--- config.mk ---
export PLATFORM = sky130hd
export DESIGN_NAME = seg_scan_ctrl
export DESIGN_NICKNAME = d
export VERILOG_FILES = /design/src/rtl/seg_pkg.sv /design/src/rtl/seg_hex_decode.sv /design/src/rtl/seg_scan_ctrl.sv
export SDC_FILE = /design/constraint.sdc
export NUM_CORES = 1
export LEC_CHECK = 0
export BUFFER_PORTS_ARGS = -buffer_cell sky130_fd_sc_hd__buf_2
export CAP_MARGIN = 20
export CORE_MARGIN = 10
export CORE_UTILIZATION = 63
export DETAILED_ROUTE_END_ITERATION = 6
export GPL_ROUTABILITY_DRIVEN = 0
export PLACE_DENSITY = 0.84
export SLEW_MARGIN = 40
export SYNTH_ARGS = -nofsm -noshare
export SYNTH_HDL_FRONTEND = slang
export SYNTH_SLANG_ARGS = --single-unit
export TNS_END_PERCENT = 20
--- constraint.sdc ---
create_clock -name clk -period 5.9 [get_ports clk]
set_clock_uncertainty 0.1 [all_clocks]
set_input_delay 1.77 -clock clk [delete_from_list [all_inputs] [get_ports clk]]
set_output_delay 1.77 -clock clk [all_outputs]
set_load 0.02 [all_outputs]
--- src/rtl/seg_pkg.sv ---
`default_nettype none
// ============================================================================
//  Module   : seg_pkg
//  Brief    : Shared types and constants for the seven-segment scan block:
//             scan FSM encoding, digit count, hex segment map and a
//             digit-select helper.
//  Revision : 1.0  initial release
// ============================================================================
package seg_pkg;

  // Number of multiplexed digits on the shared display.
  localparam int NUM_DIGITS = 4;

  // Scan FSM: each digit slot starts dark (BLANK), then drives (DRIVE).
  typedef enum logic [0:0] {
    ST_BLANK = 1'b0,
    ST_DRIVE = 1'b1
  } scan_state_e;

  // Active-high segment patterns {g,f,e,d,c,b,a} for hex digits 0..F.
  localparam logic [6:0] SEG_HEX_0 = 7'h3F;
  localparam logic [6:0] SEG_HEX_1 = 7'h06;
  localparam logic [6:0] SEG_HEX_2 = 7'h5B;
  localparam logic [6:0] SEG_HEX_3 = 7'h4F;
  localparam logic [6:0] SEG_HEX_4 = 7'h66;
  localparam logic [6:0] SEG_HEX_5 = 7'h6D;
  localparam logic [6:0] SEG_HEX_6 = 7'h7D;
  localparam logic [6:0] SEG_HEX_7 = 7'h07;
  localparam logic [6:0] SEG_HEX_8 = 7'h7F;
  localparam logic [6:0] SEG_HEX_9 = 7'h6F;
  localparam logic [6:0] SEG_HEX_A = 7'h77;
  localparam logic [6:0] SEG_HEX_B = 7'h7C;
  localparam logic [6:0] SEG_HEX_C = 7'h39;
  localparam logic [6:0] SEG_HEX_D = 7'h5E;
  localparam logic [6:0] SEG_HEX_E = 7'h79;
  localparam logic [6:0] SEG_HEX_F = 7'h71;

  // Active-low one-hot digit select for a digit index.
  function automatic logic [NUM_DIGITS-1:0] digit_sel_n(input logic [1:0] idx);
    logic [NUM_DIGITS-1:0] one_hot;
    one_hot      = '0;
    one_hot[idx] = 1'b1;
    return ~one_hot;
  endfunction

endpackage
`default_nettype wire

--- src/rtl/seg_hex_decode.sv ---
`default_nettype none
// ============================================================================
//  Module   : seg_hex_decode
//  Brief    : Combinational hex-to-seven-segment decoder. 4-bit value in,
//             active-high {g..a} segment pattern out. All 16 codes mapped.
//  Revision : 1.0  initial release
// ============================================================================
module seg_hex_decode
  import seg_pkg::*;
(
  input  logic [3:0] hex,
  output logic [6:0] seg
);

  // Table lookup of the segment pattern for the selected digit value.
  always_comb begin
    seg = SEG_HEX_0;
    case (hex)
      4'h0: seg = SEG_HEX_0;
      4'h1: seg = SEG_HEX_1;
      4'h2: seg = SEG_HEX_2;
      4'h3: seg = SEG_HEX_3;
      4'h4: seg = SEG_HEX_4;
      4'h5: seg = SEG_HEX_5;
      4'h6: seg = SEG_HEX_6;
      4'h7: seg = SEG_HEX_7;
      4'h8: seg = SEG_HEX_8;
      4'h9: seg = SEG_HEX_9;
      4'hA: seg = SEG_HEX_A;
      4'hB: seg = SEG_HEX_B;
      4'hC: seg = SEG_HEX_C;
      4'hD: seg = SEG_HEX_D;
      4'hE: seg = SEG_HEX_E;
      4'hF: seg = SEG_HEX_F;
      default: seg = SEG_HEX_0;
    endcase
  end

endmodule
`default_nettype wire

--- src/rtl/seg_scan_ctrl.sv ---
`default_nettype none
// ============================================================================
//  Module   : seg_scan_ctrl
//  Brief    : Round-robin scan scheduler for the shared 4-digit seven-segment
//             display. Stores a hex value and decimal point per digit, scans
//             digits with a dark gap at the start of every slot, supports
//             per-digit enable and a blinking edit cursor.
//  Revision : 1.0  initial release
// ============================================================================
module seg_scan_ctrl
  import seg_pkg::*;
#(
  parameter int DIV_BITS   = 16,
  parameter int BLANK_CYC  = 64,
  parameter int BLINK_BITS = 6
) (
  input  logic       clk,
  input  logic       rst,
  input  logic       wr_en,
  input  logic [1:0] wr_addr,
  input  logic [3:0] wr_data,
  input  logic       wr_dp,
  input  logic [3:0] digit_en,
  input  logic [1:0] cursor,
  input  logic       blink_en,
  output logic [3:0] sel_n,
  output logic [7:0] seg_n,
  output logic       frame_tick
);

  // A zero-length blank would never return to BLANK and stall the scan;
  // a blank as long as the slot would never drive.
  generate
    if ((BLANK_CYC < 1) || (BLANK_CYC >= (2 ** DIV_BITS))) begin : g_blank_cyc_check
      $error("seg_scan_ctrl: BLANK_CYC must be in 1 .. 2**DIV_BITS-1");
    end
  endgenerate

  localparam logic [DIV_BITS-1:0] BLANK_LIM = DIV_BITS'(BLANK_CYC);

  // ---------------------------------------------------------------------
  // Scan timing stage: slot counter, FSM state, digit index, blink phase.
  // state_q/idx_q always describe the slot position held in cnt_q.
  // ---------------------------------------------------------------------
  logic [DIV_BITS-1:0]   cnt_q,   cnt_d;
  scan_state_e           state_q, state_d;
  logic [1:0]            idx_q,   idx_d;
  logic                  wrap_q,  wrap_d;
  logic [BLINK_BITS-1:0] blink_q, blink_d;
  logic                  slot_end;

  // Digit storage.
  logic [NUM_DIGITS-1:0][3:0] digit_q, digit_d;
  logic [NUM_DIGITS-1:0]      dp_q,    dp_d;

  // Pixel stage: what the selected digit should show on the next cycle.
  logic       pix_lit_q,  pix_lit_d;
  logic [3:0] pix_val_q,  pix_val_d;
  logic       pix_dp_q,   pix_dp_d;
  logic [1:0] pix_idx_q,  pix_idx_d;
  logic       pix_tick_q, pix_tick_d;

  // Pin registers.
  logic [3:0] sel_n_q, sel_n_d;
  logic [7:0] seg_n_q, seg_n_d;
  logic       frame_tick_q, frame_tick_d;

  logic [6:0] hex_seg;

  // Next slot position, FSM next state, and index/blink advance at slot end.
  always_comb begin
    cnt_d    = cnt_q + 1'b1;
    state_d  = (cnt_d < BLANK_LIM) ? ST_BLANK : ST_DRIVE;
    slot_end = (state_q == ST_DRIVE) && (state_d == ST_BLANK);
    idx_d    = idx_q;
    wrap_d   = 1'b0;
    blink_d  = blink_q;
    if (slot_end) begin
      idx_d = idx_q + 2'd1;
      if (idx_q == 2'd3) begin
        // Blink phase changes at the frame boundary so a whole cursor
        // slot always sees one consistent phase.
        wrap_d  = 1'b1;
        blink_d = blink_q + 1'b1;
      end
    end
  end

  // Scan FSM state register and slot timing registers.
  always_ff @(posedge clk) begin
    if (rst) begin
      cnt_q   <= '0;
      state_q <= ST_BLANK;
      idx_q   <= 2'd0;
      wrap_q  <= 1'b0;
      blink_q <= '0;
    end else begin
      cnt_q   <= cnt_d;
      state_q <= state_d;
      idx_q   <= idx_d;
      wrap_q  <= wrap_d;
      blink_q <= blink_d;
    end
  end

  // Write port: update the addressed digit value and decimal point.
  always_comb begin
    digit_d = digit_q;
    dp_d    = dp_q;
    if (wr_en) begin
      digit_d[wr_addr] = wr_data;
      dp_d[wr_addr]    = wr_dp;
    end
  end

  // Digit storage; reset wins over a simultaneous write.
  always_ff @(posedge clk) begin
    if (rst) begin
      digit_q <= '0;
      dp_q    <= '0;
    end else begin
      digit_q <= digit_d;
      dp_q    <= dp_d;
    end
  end

  // Select the current digit and decide whether it is lit. A disabled or
  // blinked-off digit still consumes its slot, keeping brightness constant.
  always_comb begin
    pix_lit_d  = (state_q == ST_DRIVE)
               && digit_en[idx_q]
               && !(blink_en && (cursor == idx_q) && blink_q[BLINK_BITS-1]);
    pix_val_d  = digit_q[idx_q];
    pix_dp_d   = dp_q[idx_q];
    pix_idx_d  = idx_q;
    pix_tick_d = wrap_q;
  end

  // Pixel stage register.
  always_ff @(posedge clk) begin
    if (rst) begin
      pix_lit_q  <= 1'b0;
      pix_val_q  <= 4'h0;
      pix_dp_q   <= 1'b0;
      pix_idx_q  <= 2'd0;
      pix_tick_q <= 1'b0;
    end else begin
      pix_lit_q  <= pix_lit_d;
      pix_val_q  <= pix_val_d;
      pix_dp_q   <= pix_dp_d;
      pix_idx_q  <= pix_idx_d;
      pix_tick_q <= pix_tick_d;
    end
  end

  seg_hex_decode u_hex_decode (
    .hex (pix_val_q),
    .seg (hex_seg)
  );

  // Build the active-low pin values; dark unless the pixel stage is lit.
  always_comb begin
    sel_n_d      = 4'hF;
    seg_n_d      = 8'hFF;
    frame_tick_d = pix_tick_q;
    if (pix_lit_q) begin
      sel_n_d = digit_sel_n(pix_idx_q);
      seg_n_d = ~{pix_dp_q, hex_seg};
    end
  end

  // Pin registers: no combinational path from any input to the pins.
  always_ff @(posedge clk) begin
    if (rst) begin
      sel_n_q      <= 4'hF;
      seg_n_q      <= 8'hFF;
      frame_tick_q <= 1'b0;
    end else begin
      sel_n_q      <= sel_n_d;
      seg_n_q      <= seg_n_d;
      frame_tick_q <= frame_tick_d;
    end
  end

  assign sel_n      = sel_n_q;
  assign seg_n      = seg_n_q;
  assign frame_tick = frame_tick_q;

endmodule
`default_nettype wire
# ---- Word-level counts from Yosys, hierarchy flattened
# Memory sizes are Yosys's and may differ from the RTL's. A register that Yosys moved wholly into a read port is not among the register bits.
# Index checks and enable logic that the tools add are counted.
dict set report classes {
  n_eq_ne 2
  addsub 3
  n_reduce_logical 11
  n_lt_le_gt_ge 6
  muxes 17
  bitwise_logic 4
}
# operator count
set ops {}
lappend ops {{adder 16 x 1 -> 16 bit, second input constant} 1}
lappend ops {{bitwise mux 16 bit} 1}
lappend ops {{less-than comparator 16 x 7 -> 1 bit, second input constant} 1}
lappend ops {{2-to-1 mux 4 bit} 3}
lappend ops {{less-than comparator 2 x 3 -> 1 bit, second input constant} 3}
lappend ops {{binary-select mux 4 bit (select 2 bit)} 1}
lappend ops {{demux 4 bit (select 2 bit)} 1}
lappend ops {{inverter 8 bit} 1}
lappend ops {{logical AND 1 bit} 7}
lappend ops {{adder 6 x 1 -> 6 bit, second input constant} 1}
lappend ops {{2-to-1 mux 1 bit} 6}
lappend ops {{binary-select mux 1 bit (select 2 bit)} 2}
lappend ops {{bitwise mux 4 bit} 1}
lappend ops {{demux 1 bit (select 2 bit)} 2}
lappend ops {{>= comparator 2 x 1 -> 1 bit, second input constant} 2}
lappend ops {{inverter 4 bit} 1}
lappend ops {{OR reduction 2 bit} 2}
lappend ops {{adder 2 x 1 -> 2 bit, second input constant} 1}
lappend ops {{equality test 2 bit} 1}
lappend ops {{equality test 2 bit, second input constant} 1}
lappend ops {{inverter 1 bit} 2}
lappend ops {{AND reduction 2 bit} 1}
lappend ops {{logical NOT 1 bit} 1}
dict set report totals {
  output_inout_bits 13
  mem_count 1
  rom_bits 112
  regBits 64
}
# memory depth word_bits rd rd_ports_with_merged_regs wr line_no
set memory_table {}
lappend memory_table {{(name not given)} 16 7 1 1 0 seg_hex_decode.sv:18} ;# case (hex)

# ---- Depth between registers and ports, before layout
dict set report depth {
  ltp_word 5
  mapped_depth 8
  ltp_nobuf 7
}

# ---- Cells and area by module
# A second synthesis with hierarchy kept.
dict set report hier_totals {
  hier_cells 305
  area_unflattened_um2 3036.7
}
# module n_inst cells_per_inst area_per_inst_um2 seq_area_each_um2
set by_module_without_submodules {}
lappend by_module_without_submodules {seg_scan_ctrl 1 272 2750.1 1361.3}
lappend by_module_without_submodules {seg_hex_decode 1 33 286.5 0.0}

# ---- Worst setup path before layout
# No wires, ideal clock.
dict set report synth_path {
  kind {input to register}
  startpoint {input rst}
  endpoint {register, netlist name u_hex_decode.seg[6]}
  arrival_ns 2.841
  stages 6
  path_slack_ns 2.873
  path_buffers 0
  path_cell_list {inv_1 -> and2_1 -> inv_1 -> ha_1 -> mux2_2 -> a211oi_1}
}
dict set report synth_via {
  elab_chain_len 1
}
# element line_no
set synth_rtl {}
lappend synth_rtl {{start, declared} seg_scan_ctrl.sv:18} ;# input logic rst,
lappend synth_rtl {{2-to-1 mux 4 bit (no line)} --}
# No other way between the ends.
# A chain may end at the register's enable or synchronous reset.

# ---- Final worst setup path
dict set report layout_path {
  startpoint {input rst}
  endpoint {register sel_n_q[0] (netlist: sel_n[0])}
}
dict set report layout_via {
  elab_chain_len 1
}
# element line_no
set layout_rtl {}
lappend layout_rtl {{OR reduction 2 bit (no line)} --}
lappend layout_rtl {{end signal, assigned} seg_scan_ctrl.sv:179} ;# sel_n_q <= sel_n_d;
lappend layout_rtl {{end, declared} seg_scan_ctrl.sv:64} ;# logic [3:0] sel_n_q, sel_n_d;
# No other way between the ends.

==> impl_metrics.yaml <==
grt:
  gr-usage-all-layers_pct: 15.1
  grt_pass1_vias: 2206
  antenna_found_initial: 0
  grt_pass1_wl_um: 10400
  grt_max_degree: 61
  grt_remaining_overflow: 0
clock_network:
  htree_levels: 3
  numCtsBuffers: 9
  cts.hold.buffers_added: 0
  clk_latency_ns: 0.33
  cts_tree: "built"
  cts.clk_slew.worst_paths_ns: 0.07
  cts_root_buffer: "clkbuf_8"
  cts.sinks: 71
  cts_resized: 0
  clockBufferDepth: 2
  cts_setup_buffers: 0
critical_path:
  r2r-end: "blink_q[5]"
  slowest_delay_ns: 0.59
  crit_path_top_delay_cell: "nor2b_1"
  crit_arrival_ns: 3.27
  cp_cell_sequence: "buf_2, buf_4, nor2b_1, or3b_2"
  cp-start-kind: "input port"
  critPathKind: "in2reg"
  worstReg2RegStart: "cnt_q[6]"
  path_buf_inv: 2
  critPathMaxFanout: 60
  cpLargestDelayFamily: "simple AND/OR/NAND/NOR gates"
  endpoint_kind: "flip-flop"
  rr_worst_depth: 6
  r2r_slack_ns: 3.14
  crit_required_ns: 6.02
yosys:
  avgSynthCellArea_um2: 9.98
  synth_seq_area_share_pct: 45.7
  synth-seq-cells: 71
  synth_area_leader_cell: "dfxtp_1"
  synth_flop_cell: "dfxtp_1"
  synth_top_area_share_pct: 45.7
  synthMuxAreaShare_pct: 13.5
  async_flop_share_pct: 0
  syn_inst: 312
  syn-num-nets: 339
  synthTopCellsByArea: "dfxtp_1, mux2i_1, nor2_1"
  syn_area_um2: 3110
  synth_top_family_by_area: "simple AND/OR/NAND/NOR gates"
  synth-compound-area-share_pct: 7.52
  synth-xor-area-share_pct: 4.22
  synth_edf_count: 0
  synth_fa_ha_area_share_pct: 4.02
  synth_warnings: 0
  yosysUniqueCellTypes: 52
  synth_simple_gate_area_share_pct: 21.9
timing:
  fin_crit_ns: 3.15
  drv_slew: 0
  fmax_mhz: 317
  rsz0062_at_grt: "false"
  setup_viol: 0
  finalCritPeriodShare_pct: 53.5
  fin_setup_tns_ns: 0
  hold_viol: 0
  worst_slew_pin_slew_ns: 0.649
  slew_headroom_pct: 56.6
power_and_ir_drop:
  vdd_drop_max_mv: 0.178
  power_density_nw_per_um2: 260
  cellLeakagePower_nw: 1.40
  finalPower_w: 0.000903
routing:
  routed.top_layer: "met4"
  drt_first_pass_iters: 4
  routed_wl_um: 5910
  remaining_drc_errors: 0
  wl_met1_um: 2820
  vias_per_cell: 5.59
  wire_per_inst_um: 14.4
  dr_wl_met3_um: 269
  vias: 2292
  wl_met2_um: 2690
  ant_nets: 0
  drtIter0Drc: 183
floorplanning:
  chipWidth_um: 90.3
  rows: 25
  die-area_um2: 8150
  chipHeight_um: 90.3
  initial_utilization_pct: 65.5
  design.portCount: 30
  core_um2: 4750
finish:
  fin_util_pct: 73.1
  nFillCells: 358
  finalNetCount: 365
  drive_gt1_share_pct: 18.4
  area_delta_synth_final_pct: 11.6
  diodes: 0
  final_area_um2: 3470
run:
  maxCapViolations: 0
min_path:
  holdPathStages: 1
  holdPathEnd: "seg_n[2]"
  hold_path.class: "reg2reg"
  min_from: "u_hex_decode.seg[2]"
place:
  dp_hpwl_um: 4130
  dpl-instance-area_um2: 3280
  io_buffers: 29
run_status:
  status: "finished clean"
==> flip-flops by register name (all words and copies together) (netlist names), 2 cells and up <==
| register | flops |
|---|---|
| blink_q | 6 |
| sel_n | 4 |
| seg_n | 8 |
| cnt_q | 16 |
| u_hex_decode.seg | 7 |
| dp_q | 4 |
| pix_idx_q | 2 |
| idx_q | 2 |
| digit_q | 16 |
==> per-layer routing <==
| metal | global-route usage [%] | vias to the layer above |
|---|---|---|
| met5 | 0 | - |
| met4 | 7.16 | 0 |
| met3 | 4.57 | 12 |
| met2 | 23.7 | 49 |
| met1 | 18.6 | 1074 |
| li1 | - | 1157 |
==> cell type report <==
cell class                 instances  area, um^2  area share (%)
tap                               67        83.8            2.41
clock inverter                     5        58.8            1.69
timing repair buffer              31         160            4.61
sequential                        71        1420            40.9
clock buffer                      11         131            3.78
inverter                           5        18.8           0.540
multi-input combinational        220        1600            46.0
==> layout by cell type, fill, tap and decap left out, types with 3 or more instances in the layout <==
cell type	synthesis	final
nand3b_1	4	4
xor2_1	3	3
nand2_1	17	17
inv_1	5	5
mux4_2	5	5
ha_1	10	10
nand4_1	7	7
o21ai_0	4	4
nor2_1	43	43
nor3_1	3	3
and3_1	8	8
clkbuf_8	0	9
and2_1	3	3
or3_1	3	3
o22ai_1	3	3
dfxtp_1	71	71
mux2i_1	24	24
xnor2_1	12	12
nor4_1	6	6
a21oi_1	7	7
nand3_1	8	8
mux2_1	4	4
nor2b_1	12	12
buf_2	3	29
==> cell usage after synthesis (all sizes together) (4+ instances only) <==
cell type  instances
mux2i             24
o31ai              4
and3               8
a21oi              7
o21ai              4
mux4               5
dfxtp             71
ha                10
inv                5
nor4               6
nor3               4
clkbuf             7
mux2               6
nand3              9
nand2             17
nor2              43
xnor2             12
nand4              9
nor2b             12
nand3b             4
buf                9
==> power by group <==
part	switching, W	leakage, nW	internal, W
Sequential	0.00000458	0.575	0.000487
Combinational	0.0000236	0.737	0.0000184
Clock	0.000173	0.0895	0.000195
Total	0.000201	1.40	0.000701
==> worst max-delay path by stage <==
stage	endpoint	start	cells after the start
after floorplan	u_hex_decode.seg[6]	rst	6
after global placement	sel_n[0]	rst	4
after detailed placement	sel_n[0]	rst	4
after CTS	sel_n[0]	rst	4
after global routing	sel_n[0]	rst	4
final	sel_n[0]	rst	4
==> kinds of logic (layout without fill, tap and decap cells) <==
kind of cell | Yosys count | after routing
flops | 71 | 71
compound gates | 31 | 31
fa+ha+maj | 10 | 10
buf+inv | 21 | 52
xor+xnor | 15 | 15
mux | 35 | 35
simple gates | 129 | 129
==> metrics by stage <==
step	hold WS [ns]	setup slack, ns	std cells
floorplan	0.243	2.87	312
global placement	0.248	2.43	394
detailed placement	0.247	2.38	394
CTS	0.263	2.75	410
global route	0.278	2.61	410
finish	0.264	2.75	410
No activity file was read; power rests on OpenSTA's default activity.
